[src/rtl/btn_debounce_repeat.sv]
// Button conditioning: 2-flop synchroniser, tick-sampled debounce, edge pulses and
// per-button hold-to-repeat, all registered in the IN_CLK domain.
module btn_debounce_repeat #(
  parameter int unsigned TICK_DIV   = 1_000_000,
  parameter int unsigned DEB_TICKS  = 2,
  parameter int unsigned HOLD_TICKS = 50,
  parameter int unsigned RPT_TICKS  = 10
) (
  input  logic       IN_CLK,
  input  logic       IN_RSTN,
  input  logic       IN_ENABLE,
  input  logic [4:0] IN_BTN,
  output logic [4:0] OUT_LEVEL,
  output logic [4:0] OUT_PRESS,
  output logic [4:0] OUT_RELEASE,
  output logic [4:0] OUT_REPEAT,
  output logic       OUT_TICK
);

  localparam int NumBtn = 5;

  localparam logic [23:0] TickLast = 24'(TICK_DIV - 1);
  localparam logic [3:0]  DebLast  = 4'(DEB_TICKS - 1);
  localparam logic [7:0]  HoldLen  = 8'(HOLD_TICKS);
  localparam logic [7:0]  RptLen   = 8'(RPT_TICKS);

  localparam logic [1:0] StIdle = 2'd0;
  localparam logic [1:0] StWait = 2'd1;
  localparam logic [1:0] StRpt  = 2'd2;

  // Tick generator
  logic [23:0] tick_cnt_q, tick_cnt_d;
  logic        tick_q, tick_d;

  always_comb begin
    tick_cnt_d = (tick_cnt_q == TickLast) ? 24'd0 : tick_cnt_q + 24'd1;
    // Registered strobe, high exactly while the counter holds TickLast
    tick_d     = (tick_cnt_d == TickLast);
  end

  // Synchroniser
  logic [4:0] sync1_q, sync2_q;

  // Debounce
  logic [3:0] dcnt_q [NumBtn];
  logic [3:0] dcnt_d [NumBtn];
  logic [4:0] level_q, level_d;
  logic [4:0] rise, fall;

  always_comb begin
    level_d = level_q;
    rise    = '0;
    fall    = '0;
    for (int i = 0; i < NumBtn; i++) begin
      dcnt_d[i] = dcnt_q[i];
      if (tick_q) begin
        if (sync2_q[i] == level_q[i]) begin
          dcnt_d[i] = 4'd0;
        end else if (dcnt_q[i] == DebLast) begin
          level_d[i] = sync2_q[i];
          dcnt_d[i]  = 4'd0;
          rise[i]    = sync2_q[i];
          fall[i]    = ~sync2_q[i];
        end else begin
          dcnt_d[i] = dcnt_q[i] + 4'd1;
        end
      end
    end
  end

  // Repeat FSMs, one per button
  logic [1:0] state_q [NumBtn];
  logic [1:0] state_d [NumBtn];
  logic [7:0] hcnt_q  [NumBtn];
  logic [7:0] hcnt_d  [NumBtn];
  logic [7:0] hcnt_inc;
  logic [4:0] fire;

  always_comb begin
    fire     = '0;
    hcnt_inc = '0;
    for (int i = 0; i < NumBtn; i++) begin
      state_d[i] = state_q[i];
      hcnt_d[i]  = hcnt_q[i];
      hcnt_inc   = hcnt_q[i] + 8'd1;
      if (fall[i]) begin
        // Release wins over any repeat due on the same tick
        state_d[i] = StIdle;
        hcnt_d[i]  = 8'd0;
      end else begin
        case (state_q[i])
          StIdle: begin
            if (rise[i]) begin
              state_d[i] = StWait;
              hcnt_d[i]  = 8'd0;
              fire[i]    = 1'b1;
            end
          end
          StWait: begin
            if (tick_q) begin
              if (hcnt_inc == HoldLen) begin
                state_d[i] = StRpt;
                hcnt_d[i]  = 8'd0;
                fire[i]    = 1'b1;
              end else begin
                hcnt_d[i] = hcnt_inc;
              end
            end
          end
          StRpt: begin
            if (tick_q) begin
              if (hcnt_inc == RptLen) begin
                hcnt_d[i] = 8'd0;
                fire[i]   = 1'b1;
              end else begin
                hcnt_d[i] = hcnt_inc;
              end
            end
          end
          default: begin
            state_d[i] = StIdle;
            hcnt_d[i]  = 8'd0;
          end
        endcase
      end
    end
  end

  // Output pulses are masked only; the FSMs keep advancing while disabled
  logic [4:0] press_q, release_q, repeat_q;

  always_ff @(posedge IN_CLK or negedge IN_RSTN) begin
    if (!IN_RSTN) begin
      tick_cnt_q <= 24'd0;
      tick_q     <= 1'b0;
      sync1_q    <= '0;
      sync2_q    <= '0;
      level_q    <= '0;
      press_q    <= '0;
      release_q  <= '0;
      repeat_q   <= '0;
      for (int i = 0; i < NumBtn; i++) begin
        dcnt_q[i]  <= 4'd0;
        state_q[i] <= StIdle;
        hcnt_q[i]  <= 8'd0;
      end
    end else begin
      tick_cnt_q <= tick_cnt_d;
      tick_q     <= tick_d;
      sync1_q    <= IN_BTN;
      sync2_q    <= sync1_q;
      level_q    <= level_d;
      press_q    <= rise & {NumBtn{IN_ENABLE}};
      release_q  <= fall & {NumBtn{IN_ENABLE}};
      repeat_q   <= fire & {NumBtn{IN_ENABLE}};
      for (int i = 0; i < NumBtn; i++) begin
        dcnt_q[i]  <= dcnt_d[i];
        state_q[i] <= state_d[i];
        hcnt_q[i]  <= hcnt_d[i];
      end
    end
  end

  assign OUT_LEVEL   = level_q;
  assign OUT_PRESS   = press_q;
  assign OUT_RELEASE = release_q;
  assign OUT_REPEAT  = repeat_q;
  assign OUT_TICK    = tick_q;

endmodule

[config.mk]
export PLATFORM = sky130hd
export DESIGN_NAME = btn_debounce_repeat
export DESIGN_NICKNAME = d
export VERILOG_FILES = /design/src/rtl/btn_debounce_repeat.sv
export SDC_FILE = /design/constraint.sdc
export NUM_CORES = 1
export LEC_CHECK = 0
export BUFFER_PORTS_ARGS = -buffer_cell sky130_fd_sc_hd__buf_4
export CAP_MARGIN = 20
export CORE_ASPECT_RATIO = 1.25
export CORE_UTILIZATION = 65
export DETAILED_ROUTE_END_ITERATION = 10
export PLACE_DENSITY = 0.83
export SLEW_MARGIN = 20
export SYNTH_ARGS = -nofsm -noshare
export SYNTH_HDL_FRONTEND = slang
export SYNTH_SLANG_ARGS = --single-unit
export TNS_END_PERCENT = 20
[constraint.sdc]
create_clock -name IN_CLK -period 4.08 [get_ports IN_CLK]
set_clock_uncertainty 0.1 [all_clocks]
set_input_delay 0.408 -clock IN_CLK [delete_from_list [all_inputs] [get_ports IN_CLK]]
set_output_delay 0.408 -clock IN_CLK [all_outputs]
set_load 0.01 [all_outputs]
==> results of run 1 <==
## kinds of logic after synthesis
group | after synthesis
adders and majority gates | 45
xor gates and xnor gates | 37
muxes | 21
and+or+nand+nor | 312
AOI/OAI and AO/OA | 193
DFF | 125
buffers and inverters | 76
## power breakdown
group	internal [mW]	total, mW	switching [mW]	leakage [nW]
clock	0.941	1.47	0.531	0.281
sequential	1.25	1.25	0.00493	1.71
combinational	0.00978	0.0393	0.0295	1.72
## path summary, 6_finish.rpt
path	startpoint	endpoint	slack [ns]	depth (start not counted)
setup reg to reg	dcnt_q[13]	hcnt_q[30]	1.08	9
hold / removal	IN_BTN[0]	sync1_q[0]	0.009	1
min in group asynchronous	IN_RSTN	hcnt_q[17]	0.05	1
setup / recovery	dcnt_q[13]	hcnt_q[30]	1.08	9
max in group asynchronous	IN_RSTN	dcnt_q[15]	3.03	2
hold reg to reg	sync1_q[1]	sync2_q[1]	0.24	0
## state kept, by name, indices dropped and copies added (netlist names), 10 cells and up
signal	count
dcnt_q	20
hcnt_q	40
state_q	10
tick_cnt_q	24
## routing by layer
| layer | routed length, um | part of all wire, % | GRT usage [%] | up-vias |
|---|---|---|---|---|
| li1 | - | - | - | 2961 |
| met1 | 6670 | 42 | 33.9 | 3016 |
| met2 | 8260 | 52 | 49.6 | 168 |
| met3 | 616 | 3.9 | 5.11 | 48 |
| met4 | 386 | 2.4 | 12.7 | 0 |
| met5 | 0 | 0 | 0 | - |
## metrics by stage
| stage | cell area [um^2] | utilization (%) | hold WS, ns |
|---|---|---|---|
| final | 8350 | 75.0 | 0.00886 |
| after global routing | 8350 | 75.0 | 0.00349 |
| after CTS | 8350 | 75.0 | 0.00271 |
| after detailed placement | 7740 | 69.5 | 0.237 |
| after global placement | 7740 | 69.5 | 0.233 |
| after floorplan | 7470 | - | 0.0124 |
## final cells by class
| cell class | instances | area share [%] |
|---|---|---|
| clock buffers | 21 | 5.64 |
| repair buffers | 33 | 3.18 |
| flip-flops and latches | 125 | 37.5 |
| well taps | 135 | 2.02 |
| inverters | 40 | 1.80 |
| clock inverters | 10 | 1.38 |
| multi-input cells | 608 | 48.5 |
## cell usage in the layout (no fill, tap or decap), types with 12 or more instances in the layout
cell type / count
inv_1: 40
buf_4: 30
dfrtp_1: 125
ha_1: 45
o22ai_1: 12
clkbuf_16: 17
nand4_1: 19
nand2_1: 77
and3_1: 23
xnor2_1: 14
nor3_1: 20
o31ai_1: 13
o21ai_0: 68
nand3_1: 41
mux2i_1: 14
nor2_1: 48
xor2_1: 23
nand2b_1: 13
a21oi_1: 29
## worst max-delay path, stage by stage, from the launching register on
cell and delay [ns]:
dfrtp_1 0.40, inv_1 0.08, ha_1 0.13, nor3b_1 0.36
nand3_1 0.27, a2111oi_0 0.87, o31ai_1 0.29, a21oi_1 0.18
o21ai_0 0.11, o31ai_1 0.11
==> results.txt, run 1 <==
Core ar. - 11100 um^2
Die width - 97.9 um
Fin. Hold Viols - 0
Synth Area in Simple Gates - 22.5%
Die area - 11900 um^2
Setup Crit Path Kind - flip-flop to flip-flop
Cells after Synth - 809
Ant. Diodes - 0
Ys Warns - 0
HP Class - primary input to flip-flop
DRT iter0 DRCs - 293
Worst setup SP type - flip-flop
Initial antenna violation count - 0
Post-synthesis xor/xnor area fraction - 4.34%
Asr flop ratio synth - 100%
Crit path DAT - 3.21 ns
Critical path fanouts, max - 5
Die height - 122 um
DRT Pass-1 Iters - 8
Final setup vio count - 0
Max Freq - 334 MHz
I/O pins - 29
RSZ-0062 raised after global routing - false
Worst slew margin - 31.5%
Multi-input logic area - 4050 um^2
Top-count cell post-synth - dfrtp_1
Synth top cells by count - 125 x dfrtp_1, 77 x nand2_1, 68 x o21ai_0
Required @ worst endpoint - 4.29 ns
DP HPWL - 10.5 mm
Max_cap viols - 0
Vias in the first global route - 6025
Max clock buf depth - 2
DRT Wirelength - 15.9 mm
Area Overhead vs Synth - 11.7%
TritonCTS Buffers - 17
Tmin final - 3.00 ns
Global-route wire length before repair - 27.2 mm
GRT Resource Usage Total - 28.3%
# fillers - 751
Final cell count without fillers - 972
Total grt overflow - 0
DRC errors left - 5
Post-synth cell types - 74
Synth top area share - 41.9%
Register bit count reported by yosys - 125
Slew @ Worst Pin - 1.02 ns
Multiplexer share of the synthesized area - 2.93%
Area share of fa/ha/maj cells after synthesis - 7.54%
Post-CTS Hold Buffers - 2
Fraction of layout cells with a size suffix above 1 - 10.5%
Largest family of logic cells by synthesized area - simple AND/OR/NAND/NOR gates
Synth top area cells - dfrtp_1 42%, ha_1 7.5%, o21ai_0 4.6%
Post-CTS Setup Repair Bufs - 0
Worst skew pair latency - 0.41 ns
CP Capture Type - flip-flop
Cell Area, Synth - 7470 um^2
Post-place setup slack - 1.19 ns
Clock sinks - 125
FP Rows - 43
Violated checks - design-rule violations
VDD IR max - 0.270 mV
Worst-path clk slew - 0.06 ns
Final period utilization - 73.5%
Power per cell area - 331 nW/um^2
Synth area leader - dfrtp_1
Pin count of the biggest net entering global routing - 77
Initial Util - 67.1%
CTS H-tree lvls - 4
Vias - 6193
IO buf count - 28
Placer congestion estimate - 0.888
Root Buffer - clkbuf_16
Post-synth EDFFs - 0
Post-DRT Antenna Nets - 0
Cts repair resizes - 0
Cell total after placement - 939
Worst setup margin - 1.08 ns
Syn Area/Cell - 9.23 um^2
Setup TNS - 0 ns
Sequential area share after synthesis - 41.9%
Total power - 2.76 mW
Nets - 878
CTS tree - yes
Register area - 3130 um^2
Post-synthesis net count - 862
Max-slew violations - 0
Avg WL per Cell - 16.4 um
Status - finished, violations left
Lkg Pwr - 3.71 nW
Ys flop type - dfrtp_1
Synth Area in Compound Gates - 16.9%
Vias per cell - 6.37
(Power assumes the default switching activity.)
==> run 2, diff against run 1 <==
CORE_UTILIZATION = 63   (was 65)
PLACE_DENSITY = 0.81   (was 0.83)
clock period = 2.9 ns   (was 4.08 ns; I/O delays follow)
==> run 2 against run 1 <==
Effect of this change: the run now ends clean; power is 44% higher; design area rose by 2.0%; combinational power rose by 55%; wire length rose by 1.7%; clock-buffer cell count up 1; clock power increased by 47%; sequential power is 41% higher; core utilization is 1.3 points lower; first-iteration DRC count grew 2.7%; setup slack lost 0.92 ns; global-route usage decreased by 0.73 points; flip-flop and latch count stayed put; critical endpoint is now hcnt_q[22]; largest cell class unchanged.
==> results.txt, run 2 (synthesized netlist as in run 1, its figures left out) <==
Die width - 99.4 um
Setup TNS - 0 ns
Fraction of layout cells with a size suffix above 1 - 12.0%
Reg power frac - 44.3%
Global-route wire length before repair - 26.9 mm
DRT iter0 DRCs - 301
Fin. Hold Viols - 0
Placement Cell Area - 7810 um^2
Area Overhead vs Synth - 14.0%
NetSw - 784 uW
Max FFs per register - 40
Total grt overflow - 0
Tmin final - 2.73 ns
Worst-path clk slew - 0.06 ns
Clock sinks - 125
Final setup vio count - 0
Critical path fanouts, max - 6
DRT Wirelength - 16.2 mm
Register area - 3130 um^2
Post-CTS Setup Repair Bufs - 0
Most flops, register - hcnt_q
GRT Resource Usage Total - 27.5%
Crit path launch - dcnt_q[9]
Ant. Diodes - 0
Initial Util - 64.6%
Max clock buf depth - 2
Multi-input logic area - 4090 um^2
Nets - 891
DRC errors left - 0
Worst path slowest cell - or3b_4
Worst slew margin - 32.2%
Placer congestion estimate - 0.904
Post-DRT Antenna Nets - 0
Core Util, Final - 73.6%
Switch share - 19.7%
Pin count of the biggest net entering global routing - 55
Initial antenna violation count - 0
TritonCTS Buffers - 17
Vias per cell - 6.34
CP peak stage delay - 0.46 ns
Root Buffer - clkbuf_16
Max_cap viols - 0
Worst R2R Start - dcnt_q[9]
RSZ-0062 raised after global routing - false
Vias in the first global route - 5961
Die area - 12300 um^2
Cell total after placement - 951
Status - completed
WHS - 0.0857 ns
FP Rows - 44
Power per cell area - 467 nW/um^2
Die height - 124 um
Most common cell after layout, fill and taps aside - dfrtp_1
Hold wc startpoint - IN_ENABLE
Worst skew pair latency - 0.42 ns
CTS tree - yes
Final period utilization - 94.2%
CP Capture Type - flip-flop
# fillers - 814
Critical path cell sequence - inv_1 > ha_1 > or3b_1 > or3b_4 > a2111oi_4 > o41ai_2 > a31oi_1 > o21ai_0 > o41ai_1
Lkg Pwr - 3.78 nW
CTS H-tree lvls - 4
Post-layout instance area - 8510 um^2
Biggest regs - hcnt_q (40), tick_cnt_q (24), dcnt_q (20)
DP HPWL - 10.9 mm
Clock power frac - 54.2%
Flop2flop setup slack - 0.17 ns
Worst setup SP type - flip-flop
Max Freq - 366 MHz
Combinational share of power - 1.5%
DRT Pass-1 Iters - 5
Slew @ Worst Pin - 1.01 ns
Vias - 6256
Avg WL per Cell - 16.4 um
Setup Crit Path Kind - flip-flop to flip-flop
HP Class - primary input to flip-flop
Crit path DAT - 2.94 ns
Core ar. - 11600 um^2
Final cell count without fillers - 986
Required @ worst endpoint - 3.10 ns
P_int - 3.19 mW
IO buf count - 28
Most frequent cells in the layout - 125 x dfrtp_1, 77 x nand2_1, 68 x o21ai_0, 48 x nor2_1, 43 x ha_1
Max-slew violations - 0
I/O pins - 29
VDD IR max - 0.353 mV
## run 2: power groups by stage
stage / logic [mW] / clock network (mW) / registers (mW)
after global routing: 0.0702 / 2.25 / 1.76
after detailed placement: 0.0564 / 0 / 1.79
final: 0.0609 / 2.16 / 1.76
after CTS: 0.0632 / 2.18 / 1.76
after global placement: 0.0550 / 0 / 1.79
after floorplan: 0.00682 / 0 / 1.79
## run 2: stage by stage
stage	power (mW)	worst slack [ns]
floorplan	1.79	0.239
detailed placement	1.85	0.110
global placement	1.84	0.224
finish	3.98	0.167
global route	4.08	0.00172
CTS	4.00	0.0632
## run 2: layout make-up
type / count / area share [%]
Sequential cell: 125 / 36.7
Tap cell: 138 / 2.03
Clock inverter: 7 / 1.32
Inverter: 40 / 1.76
Multi-Input combinational cell: 608 / 48.1
Timing Repair Buffer: 46 / 4.38
Clock buffer: 22 / 5.69
## run 2: what timing repair did
item,in CTS,in global routing
endpoints found under the setup margin,0,6
endpoints found under the hold margin,47,0
gates resized for setup,0,8
hold buffers,6,0
## run 2: routing by layer
| layer | track usage (%) | vias to the layer above | wire length (um) |
|---|---|---|---|
| met5 | 0 | - | 0 |
| met4 | 12.5 | 0 | 373 |
| met3 | 6.00 | 46 | 720 |
| met2 | 47.6 | 201 | 8310 |
| met1 | 33.1 | 3023 | 6800 |
| li1 | - | 2986 | - |
## run 2: final timing paths
kind                                  endpoint  depth (start not counted)
max in group asynchronous           hcnt_q[38]                          3
worst max-delay path                hcnt_q[22]                          9
worst min register to register      sync2_q[2]                          0
worst max register to register      hcnt_q[22]                          9
min in group asynchronous           hcnt_q[23]                          2
worst min-delay path            OUT_RELEASE[2]                          3
## run 2: worst max-delay path, delay by kind of cell (launching register included)
kind                     cells  cell delay [ns]
buffers and inverters        1             0.09
AND/OR/NAND/NOR              2             0.89
AO/OA/AOI/OAI                5             1.00
adder cells (fa/ha/maj)      1             0.14
flip-flops                   1             0.39
==> run 3, diff against run 2 <==
MAX_ROUTING_LAYER = met4   (was not set)
==> run 3 against run 2 <==
Effect of this change: setup slack worse by 0.014 ns; sequential power about the same; critical endpoint unchanged; power about the same; fmax down 0.52%; design area unchanged; wire length down 0.58%; hold slack worse by 0.0034 ns; flip-flop and latch count unchanged; via count about the same.
==> results.txt, run 3 (synthesized netlist as in run 1, its figures left out) <==
Status - completed
Max-slew violations - 0
CP delay by family, top - compound AO/OA/AOI/OAI gates
Most common cell after layout, fill and taps aside - dfrtp_1
CTS tree - yes
Critical path cell sequence - inv_1 > ha_1 > or3b_1 > or3b_4 > a2111oi_4 > o41ai_2 > a31oi_1 > o21ai_0 > o41ai_1
Global-route wire length before repair - 26.9 mm
Hold wc startpoint - IN_ENABLE
DRC errors left - 0
Worst slew margin - 33.1%
Worst setup margin - 0.153 ns
DRT iter0 DRCs - 333
Clock sinks - 125
Required @ worst endpoint - 3.10 ns
Cell total after placement - 951
Vias in the first global route - 5970
Final cell count without fillers - 986
Final setup vio count - 0
Crit path launch - dcnt_q[9]
Initial antenna violation count - 0
Die area - 12300 um^2
DP HPWL - 10.9 mm
CP Buf/Inv Count - 1
CTS H-tree lvls - 4
Worst-path clk slew - 0.05 ns
Most flops, register - hcnt_q
Avg WL per Cell - 16.3 um
CP peak stage delay - 0.46 ns
RSZ-0062 raised after global routing - false
Final period utilization - 94.7%
TritonCTS Buffers - 17
Critical path fanouts, max - 6
CP Capture Type - flip-flop
Die height - 124 um
Power per cell area - 467 nW/um^2
Lkg Pwr - 3.78 nW
Setup TNS - 0 ns
Root Buffer - clkbuf_16
Total grt overflow - 0
VDD IR max - 0.352 mV
Area Overhead vs Synth - 14.0%
Fin. Hold Viols - 0
Die width - 99.4 um
Most frequent cells in the layout - 125 x dfrtp_1, 77 x nand2_1, 68 x o21ai_0, 48 x nor2_1, 43 x ha_1
Slew @ Worst Pin - 0.997 ns
Max clock buf depth - 2
# fillers - 814
Post-place setup slack - 0.110 ns
Initial Util - 64.6%
IO buf count - 28
Setup Crit Path Kind - flip-flop to flip-flop
Crit path DAT - 2.95 ns
Pin count of the biggest net entering global routing - 55
Worst skew pair latency - 0.42 ns
DRT Wirelength - 16.1 mm
Tmin final - 2.75 ns
Vias - 6252
Worst path slowest cell - or3b_4
Max_cap viols - 0
Post-DRT Antenna Nets - 0
Vias per cell - 6.34
Max FFs per register - 40
I/O pins - 29
Placer congestion estimate - 0.920
FP Rows - 44
DRT Pass-1 Iters - 5
Fraction of layout cells with a size suffix above 1 - 12.0%
Post-CTS Setup Repair Bufs - 0
Biggest regs - hcnt_q (40), tick_cnt_q (24), dcnt_q (20)
Nets - 891
Ant. Diodes - 0
HP Class - primary input to flip-flop
Core ar. - 11600 um^2
Max Freq - 364 MHz
GRT Resource Usage Total - 28.4%
Worst R2R Start - dcnt_q[9]
Worst setup SP type - flip-flop
## run 3: cell counts in the layout (fill, tap and decap cells not counted)
No cell type changed its count.
## run 3: stage by stage
stage	cell area, um^2	hold slack (ns)	total power [mW]	util [%]
after floorplan	7470	-0.106	1.79	-
after global placement	7810	0.234	1.84	67.6
after detailed placement	7810	0.239	1.85	67.6
after CTS	8470	0.0748	4.00	73.3
after global routing	8510	0.0831	4.08	73.6
final	8510	0.0823	3.97	73.6
## run 3: repair_timing
item                                   4_1_cts  5_1_grt
resized for setup                            0        8
endpoints found under the hold margin       47        0
hold buffers                                 6        0
setup endpoints to repair                    0        6
## run 3: metal layers
layer	share of wire (%)	up-vias	global-route usage (%)
met3	3.9	43	6.17
met2	51	178	47.6
li1	-	2983	-
met5	0	-	-
met1	43	3048	33.1
met4	2.3	0	12.2
## run 3: path summary, 6_finish.rpt
path | end | slack [ns] | depth (start not counted)
setup reg to reg | hcnt_q[22] | 0.15 | 9
hold reg to reg | sync2_q[2] | 0.25 | 0
hold / removal | OUT_RELEASE[2] | 0.08 | 3
setup / recovery | hcnt_q[22] | 0.15 | 9
max in group asynchronous | hcnt_q[38] | 1.55 | 3
min in group asynchronous | hcnt_q[23] | 0.33 | 2
## run 3: power by group
part | leakage, nW | total, mW | switching, mW | internal [mW]
Combinational | 1.78 | 0.0606 | 0.0424 | 0.0182
Sequential | 1.71 | 1.76 | 0.00684 | 1.75
Clock | 0.294 | 2.15 | 0.733 | 1.42
## run 3: worst min-delay path, cell delays in order
cell     delay (ns)
buf_4          0.17
nand2_1        0.07
nor2_1         0.03
## run 3: area by class of cell
| cell class | count | area [um^2] | area share [%] |
|---|---|---|---|
| Clock inverter | 7 | 113 | 1.32 |
| Timing Repair Buffer | 46 | 373 | 4.38 |
| Multi-Input combinational cell | 608 | 4090 | 48.1 |
| Inverter | 40 | 150 | 1.76 |
| Clock buffer | 22 | 484 | 5.69 |
| Sequential cell | 125 | 3130 | 36.7 |
| Tap cell | 138 | 173 | 2.03 |
